<file path="src/rtl/adder_16_bit.sv">
`default_nettype none
// ============================================================================
// Module   : adder_16_bit
// Brief    : 16-bit registered adder built from four 4-bit CLA groups and a
//            second-level lookahead unit.
// Revision : 1.0 - initial release
// ============================================================================

module adder_16_bit_cla4 (
   input  logic [3:0] p,
   input  logic [3:0] g,
   input  logic       cin,
   output logic [3:0] c,
   output logic       gg,
   output logic       gp
);

   // c[i] is the carry into bit i of this group
   assign c[0] = cin;
   assign c[1] = g[0] | (p[0] & cin);
   assign c[2] = g[1] | (p[1] & g[0]) | (p[1] & p[0] & cin);
   assign c[3] = g[2] | (p[2] & g[1]) | (p[2] & p[1] & g[0])
               | (p[2] & p[1] & p[0] & cin);

   assign gg = g[3] | (p[3] & g[2]) | (p[3] & p[2] & g[1])
             | (p[3] & p[2] & p[1] & g[0]);
   assign gp = &p;

endmodule

module adder_16_bit_lcu (
   input  logic [3:0] gg,
   input  logic [3:0] gp,
   input  logic       c0,
   output logic [4:1] cg
);

   // cg[k] is the carry out of group k-1 (c4, c8, c12, c16)
   assign cg[1] = gg[0] | (gp[0] & c0);
   assign cg[2] = gg[1] | (gp[1] & gg[0]) | (gp[1] & gp[0] & c0);
   assign cg[3] = gg[2] | (gp[2] & gg[1]) | (gp[2] & gp[1] & gg[0])
                | (gp[2] & gp[1] & gp[0] & c0);
   assign cg[4] = gg[3] | (gp[3] & gg[2]) | (gp[3] & gp[2] & gg[1])
                | (gp[3] & gp[2] & gp[1] & gg[0])
                | (gp[3] & gp[2] & gp[1] & gp[0] & c0);

endmodule

module adder_16_bit (
   input  logic        clk,
   input  logic        rst_n,
   input  logic [15:0] a,
   input  logic [15:0] b,
   input  logic        c_up,
   output logic [15:0] y,
   output logic        Co
);

   localparam int c_GROUPS = 4;

   logic [15:0]         w_p;
   logic [15:0]         w_g;
   logic [15:0]         w_carry;
   logic [15:0]         w_sum;
   logic [c_GROUPS-1:0] w_gg;
   logic [c_GROUPS-1:0] w_gp;
   logic [c_GROUPS:1]   w_cg;
   logic [c_GROUPS-1:0] w_gcin;

   logic [15:0]         r_y;
   logic                r_co;

   assign w_p = a ^ b;
   assign w_g = a & b;

   // Group carry-ins come from the lookahead unit, never from a ripple chain
   assign w_gcin = {w_cg[3:1], c_up};

   generate
      for (genvar gi = 0; gi < c_GROUPS; gi++) begin : g_group
         adder_16_bit_cla4 u_cla4 (
            .p   (w_p[gi*4 +: 4]),
            .g   (w_g[gi*4 +: 4]),
            .cin (w_gcin[gi]),
            .c   (w_carry[gi*4 +: 4]),
            .gg  (w_gg[gi]),
            .gp  (w_gp[gi])
         );
      end
   endgenerate

   adder_16_bit_lcu u_lcu (
      .gg (w_gg),
      .gp (w_gp),
      .c0 (c_up),
      .cg (w_cg)
   );

   assign w_sum = w_p ^ w_carry;

   always_ff @(posedge clk or negedge rst_n) begin
      if (!rst_n) begin
         r_y  <= 16'h0000;
         r_co <= 1'b0;
      end else begin
         r_y  <= w_sum;
         r_co <= w_cg[4];
      end
   end

   assign y  = r_y;
   assign Co = r_co;

endmodule

`default_nettype wire

</file>
<file path="config.mk">
export PLATFORM = sky130hd
export DESIGN_NAME = adder_16_bit
export DESIGN_NICKNAME = d
export VERILOG_FILES = /design/src/rtl/adder_16_bit.sv
export SDC_FILE = /design/constraint.sdc
export NUM_CORES = 1
export LEC_CHECK = 0
export BUFFER_PORTS_ARGS = -buffer_cell sky130_fd_sc_hd__buf_2
export CORE_MARGIN = 2
export CORE_UTILIZATION = 42
export DETAILED_ROUTE_END_ITERATION = 6
export PLACE_DENSITY = 0.84
export SLEW_MARGIN = 20
export SYNTH_ARGS = -nofsm -noshare
export SYNTH_HDL_FRONTEND = slang
export SYNTH_SLANG_ARGS = --single-unit
</file>
<file path="constraint.sdc">
create_clock -name clk -period 0.8 [get_ports clk]
set_input_delay 0.12 -clock clk [delete_from_list [all_inputs] [get_ports clk]]
set_output_delay 0.12 -clock clk [all_outputs]
set_load 0.05 [all_outputs]
</file>
==> flow_metrics.env, run 1 <==
export IMPL_antenna_cells=0
export IMPL_synth_ff_type="dfrtp_1"
export IMPL_status="finished, violations left"
export IMPL_fin_crit_sh_pct=218
export IMPL_maxCapViolCount=0
export IMPL_dp_final_hpwl_um=2490
export IMPL_start_kind="input pin"
export IMPL_grt_usage_pct=24.7
export IMPL_port_buffers=51
export IMPL_dieArea_mm2=0.00328
export IMPL_path_clk_slew_ns=0.12
export IMPL_core_mm2=0.00273
export IMPL_place_congestion=0.832
export IMPL_die_h_um=57.3
export IMPL_grt_setup_unrepaired="true"
export IMPL_path_cells="buf_6, ha_4, o211ai_1, o21ai_1, a31oi_2, inv_1, fa_2, xor2_1"
export IMPL_wl_um=4760
export IMPL_nets=260
export IMPL_ys_seq_elements=17
export IMPL_fin_ws_ns=-0.940
export IMPL_path_class="input pin to register"
export IMPL_htreeDepth=1
export IMPL_failed_checks="negative setup slack"
export IMPL_grt_max_degree=18
export IMPL_cpMaxStageDelayCell="o211ai_1"
export IMPL_ir_drop_mv=1.89
export IMPL_ant_nets=0
export IMPL_num_io_pins=52
export IMPL_synth_edff_count=0
export IMPL_worstPathRequired_ns=1.03
export IMPL_synth_warning_count=0
export IMPL_grt_pass1_vias=1420
export IMPL_fillerInstances=121
export IMPL_fin_tns_setup_ns=-12.75
export IMPL_rows=19
export IMPL_clock_fmax_ghz=0.575
export IMPL_critPathMaxFanout=4
export IMPL_area_growth_pct=97.9
export IMPL_die_w_um=57.3
export IMPL_cts_made_buffers=3
export IMPL_final_cells=235
export IMPL_arrival_ns=1.97
export IMPL_leakagePower_uw=0.00108
export IMPL_syn_area_per_cell_um2=10.9
export IMPL_grt_pass1_wl_um=6170
export IMPL_worst_slew_pin_slew_ns=0.539
export IMPL_clockBufferDepth=2
export IMPL_synthArstFlopShare_pct=100
export IMPL_viasPerCell=5.74
export IMPL_setup_viol=32
export IMPL_wire_per_inst_um=20.2
export IMPL_cts_root_buf="clkbuf_4"
export IMPL_start_util_pct=43.6
export IMPL_power_density_mw_per_mm2=1700
export IMPL_final_max_slew_viol_count=0
export IMPL_max_slew_margin_pct=63.9
export IMPL_ys_seq_area_share_pct=35.7
export IMPL_cts_sinks=17
export IMPL_fin_util_pct=86.3
export IMPL_critical_path_max_stage_delay_ns=0.46
export IMPL_first_pass_iters=7
export IMPL_grt_antenna_before_repair=0
export IMPL_min_period_ns=1.74
export IMPL_synth_fp_nets=164
export IMPL_netlist_area_mm2=0.00119
export IMPL_placed_cells=218
export IMPL_drive_gt1_share_pct=68.6
export IMPL_holdWs_ns=0.132
export IMPL_globalRoute_totalOverflow=0
export IMPL_vias=1350
export IMPL_power_uw=4020
export IMPL_syn_instance_count=109
export IMPL_end_kind="register"
export IMPL_hold_viol_final=0
export IMPL_synth_cell_types=34
export IMPL_drt_initial_drc_count=50
export IMPL_min_path_type="input pin to register"
export IMPL_drc=0
export IMPL_tritoncts="done"
-- path summary, 6_finish.rpt --
path | start | to | cells past startpoint | slack [ns]
worst min-delay path | b[5] | y[5] | 3 | 0.13
worst max-delay path | a[3] | y[9] | 8 | -0.94
max in group asynchronous | rst_n | y[0] | 2 | 0.26
min in group asynchronous | rst_n | y[15] | 2 | 0.24
-- cells in the final DEF (no fill, tap or decap), types with 2 or more instances in the layout --
| master | netlist | routed |
|---|---|---|
| buf_6 | 0 | 36 |
| buf_4 | 0 | 35 |
| buf_2 | 0 | 18 |
| dfrtp_1 | 17 | 17 |
| ha_4 | 0 | 11 |
| inv_1 | 6 | 5 |
| a21o_1 | 5 | 5 |
| ha_1 | 16 | 5 |
| nor2_4 | 0 | 4 |
| o21ai_0 | 8 | 4 |
| nand2b_1 | 4 | 4 |
| xnor2_1 | 5 | 4 |
| fa_2 | 0 | 4 |
| a21oi_2 | 1 | 3 |
| or3_4 | 1 | 3 |
| nand2_1 | 4 | 3 |
| o21ai_2 | 0 | 3 |
| xor2_1 | 3 | 3 |
| clkbuf_4 | 0 | 3 |
| a211oi_2 | 1 | 2 |
| nor2_1 | 6 | 2 |
| nor4_4 | 0 | 2 |
-- what timing repair did --
| item | CTS | global route |
|---|---|---|
| hold buffers | 1 | 0 |
| gates resized for setup | 56 | 32 |
| pin swaps | 15 | 24 |
| setup buffers | 10 | 3 |
| endpoints found under the hold margin | 17 | 0 |
| endpoints found under the setup margin | 31 | 33 |
-- state kept, by name (all words and copies together), names as in the netlist --
signal  cells
Co          1
y          16
-- cells in the mapped netlist (2+ instances only) --
cell type   n  area share, %
dfrtp_1    17             36
ha_1       16             17
o21ai_0     8            3.4
inv_1       6            1.9
nor2_1      6            1.9
a21o_1      5            3.1
xnor2_1     5            3.7
fa_1        4            6.7
nand2_1     4            1.3
nand2b_1    4            2.1
a21oi_1     3            1.3
nor4_1      3            1.6
xor2_1      3            2.2
nor3_1      2           0.84
o21a_1      2            1.3
o311ai_0    2            1.5
or3_1       2            1.0
-- worst max-delay path, delay by kind of cell --
family / cells / cell delay [ns]
AOI/OAI and AO/OA: 3 / 0.94
xor gates and xnor gates: 1 / 0.16
adders and majority gates: 2 / 0.56
buffers and inverters: 2 / 0.19
-- final cells by class --
class | count | area [um^2] | area share (%)
sequential | 17 | 425 | 18.0
timing repair buffer | 91 | 783 | 33.2
inverter | 6 | 30.0 | 1.27
multi-input combinational | 86 | 1060 | 44.8
clock buffer | 4 | 26.3 | 1.11
tap | 31 | 38.8 | 1.64
-- metal layers --
| metal | vias up | wire [um] | share of wire, % | track usage, % |
|---|---|---|---|---|
| met5 | - | 0 | 0 | 0 |
| met4 | 0 | 231 | 4.9 | 14.6 |
| met3 | 23 | 260 | 5.5 | 3.85 |
| met2 | 70 | 2610 | 55 | 47.1 |
| met1 | 664 | 1650 | 35 | 24.9 |
| li1 | 593 | - | - | - |
-- metrics by stage --
stage	setup slack [ns]	instance area, um^2
floorplan	-0.858	1350
global placement	-1.07	1840
detailed placement	-1.13	1840
CTS	-0.758	2170
global route	-0.949	2360
finish	-0.940	2360
-- power by group --
part | switching [uW] | internal, uW
Clock | 341 | 196
Sequential | 91.3 | 1030
Combinational | 1330 | 1030
Total | 1760 | 2260
-- cells by family (layout without fill, tap and decap cells) --
family                     count (synthesis)  count (layout)  share of synthesized area (%)
AOI/OAI and AO/OA                         29              29                           18.8
and+or+nand+nor                           29              29                           14.3
adders and majority gates                 20              20                           23.5
DFF                                       17              17                           35.7
xor gates and xnor gates                   8               8                           5.88
buffers and inverters                      6             101                           1.89
Power figures use the tool's default switching activity.
==> inputs of run 2 (changes only) <==
--- a/config.mk
+++ b/config.mk
@@ -10,6 +10,7 @@
 export CORE_UTILIZATION = 42
 export DETAILED_ROUTE_END_ITERATION = 6
 export PLACE_DENSITY = 0.84
+export SKIP_CTS_REPAIR_TIMING = 1
 export SLEW_MARGIN = 20
 export SYNTH_ARGS = -nofsm -noshare
 export SYNTH_HDL_FRONTEND = slang
==> run 2 against run 1 <==
Effect of this change: the flow still finishes with violations (negative setup slack); count of clock-buffer cells in the layout is the same; final area shrank 4.8%; non-clock buffer count decreased by 4; largest power group unchanged.
==> flow_metrics.env, run 2 (synthesized netlist as in run 1, its figures left out) <==
export IMPL_status="finished, violations left"
export IMPL_failed_checks="negative setup slack"
export IMPL_antenna_cells=0
export IMPL_first_pass_iters=4
export IMPL_final_cell_mix="buf_2, buf_4, buf_6"
export IMPL_min_path_type="input pin to register"
export IMPL_htreeDepth=1
export IMPL_grt_max_degree=18
export IMPL_power_density_mw_per_mm2=1740
export IMPL_cts_made_buffers=3
export IMPL_grt_pass1_vias=1218
export IMPL_holdWs_ns=0.152
export IMPL_final_max_slew_viol_count=0
export IMPL_cts_root_buf="clkbuf_4"
export IMPL_core_mm2=0.00273
export IMPL_drt_initial_drc_count=15
export IMPL_globalRoute_totalOverflow=0
export IMPL_critPathMaxFanout=4
export IMPL_dp_final_hpwl_um=2490
export IMPL_start_util_pct=43.6
export IMPL_start_kind="input pin"
export IMPL_drive_gt1_share_pct=67.0
export IMPL_fillerInstances=145
export IMPL_path_class="input pin to register"
export IMPL_leakagePower_uw=0.00103
export IMPL_die_h_um=57.3
export IMPL_maxCapViolCount=0
export IMPL_startpoint="b[0]"
export IMPL_grt_usage_pct=19.8
export IMPL_grt_antenna_before_repair=0
export IMPL_setup_viol=32
export IMPL_end_kind="register"
export IMPL_largest_register_ffs=16
export IMPL_cts_sinks=17
export IMPL_port_buffers=51
export IMPL_clock_fmax_ghz=0.619
export IMPL_cpMaxStageDelayCell="fa_2"
export IMPL_drc=0
export IMPL_grt_setup_unrepaired="true"
export IMPL_area_growth_pct=88.4
export IMPL_viasPerCell=5.56
export IMPL_rows=19
export IMPL_fin_ws_ns=-0.816
export IMPL_worstPathRequired_ns=1.00
export IMPL_ir_drop_mv=1.71
export IMPL_fin_crit_sh_pct=202
export IMPL_wire_per_inst_um=18.2
export IMPL_min_period_ns=1.62
export IMPL_clockBufferDepth=2
export IMPL_die_w_um=57.3
export IMPL_holdCritStartpoint="b[5]"
export IMPL_max_slew_margin_pct=71.3
export IMPL_num_io_pins=52
export IMPL_ant_nets=0
export IMPL_grt_pass1_wl_um=5060
export IMPL_path_cells="buf_8, ha_4, a211oi_4, o21a_4, o21ai_2, a31oi_2, inv_2, fa_2, xor2_1"
export IMPL_place_congestion=0.832
export IMPL_critical_path_max_stage_delay_ns=0.35
export IMPL_wl_um=4200
export IMPL_worst_slew_pin_slew_ns=0.428
export IMPL_tritoncts="done"
export IMPL_arrival_ns=1.82
export IMPL_hold_viol_final=0
export IMPL_nets=256
export IMPL_dieArea_mm2=0.00328
export IMPL_pre_cts_ws_ns=-1.13
export IMPL_path_clk_slew_ns=0.10
export IMPL_vias=1284
## run 2: layout make-up
| cell class | count | area [um^2] | share of cell area, % |
|---|---|---|---|
| Clock buffer | 4 | 26.3 | 1.17 |
| Inverter | 6 | 30.0 | 1.34 |
| Multi-Input combinational cell | 86 | 1040 | 46.5 |
| Sequential cell | 17 | 425 | 18.9 |
| Tap cell | 31 | 38.8 | 1.73 |
| Timing Repair Buffer | 87 | 682 | 30.4 |
## run 2: stage by stage
step                util [%]  power (uW)  cells  cell area, um^2  setup TNS, ns
global placement        67.4        2780    218             1840         -12.46
CTS                     68.3        3320    222             1870         -11.50
detailed placement      67.4        2840    218             1840         -13.25
global route            82.2        4070    231             2250         -12.42
floorplan                  -        2260    109             1350          -8.63
finish                  82.2        3910    231             2250         -11.37
## run 2: critical path, delay by kind of cell
family                   cells  cell delay (ns)
buffers and inverters        2             0.17
AO/OA/AOI/OAI                4             0.79
XOR/XNOR                     1             0.14
adder cells (fa/ha/maj)      2             0.59
## run 2: report_power, final
part           switching [uW]  internal, uW
sequential               85.6          1030
combinational            1310          1000
clock                     291           195
## run 2: layer usage
layer	wire length (um)	track usage, %	vias to the layer above
li1	-	-	584
met2	2360	38.8	68
met1	1390	21.4	614
met3	241	2.04	18
met5	0	0	-
met4	204	7.64	0
## run 2: path summary, 6_finish.rpt
kind | end | depth (start not counted)
worst max-delay path | y[9] | 9
worst min-delay path | y[5] | 3
max in group asynchronous | y[8] | 2
min in group asynchronous | y[11] | 2
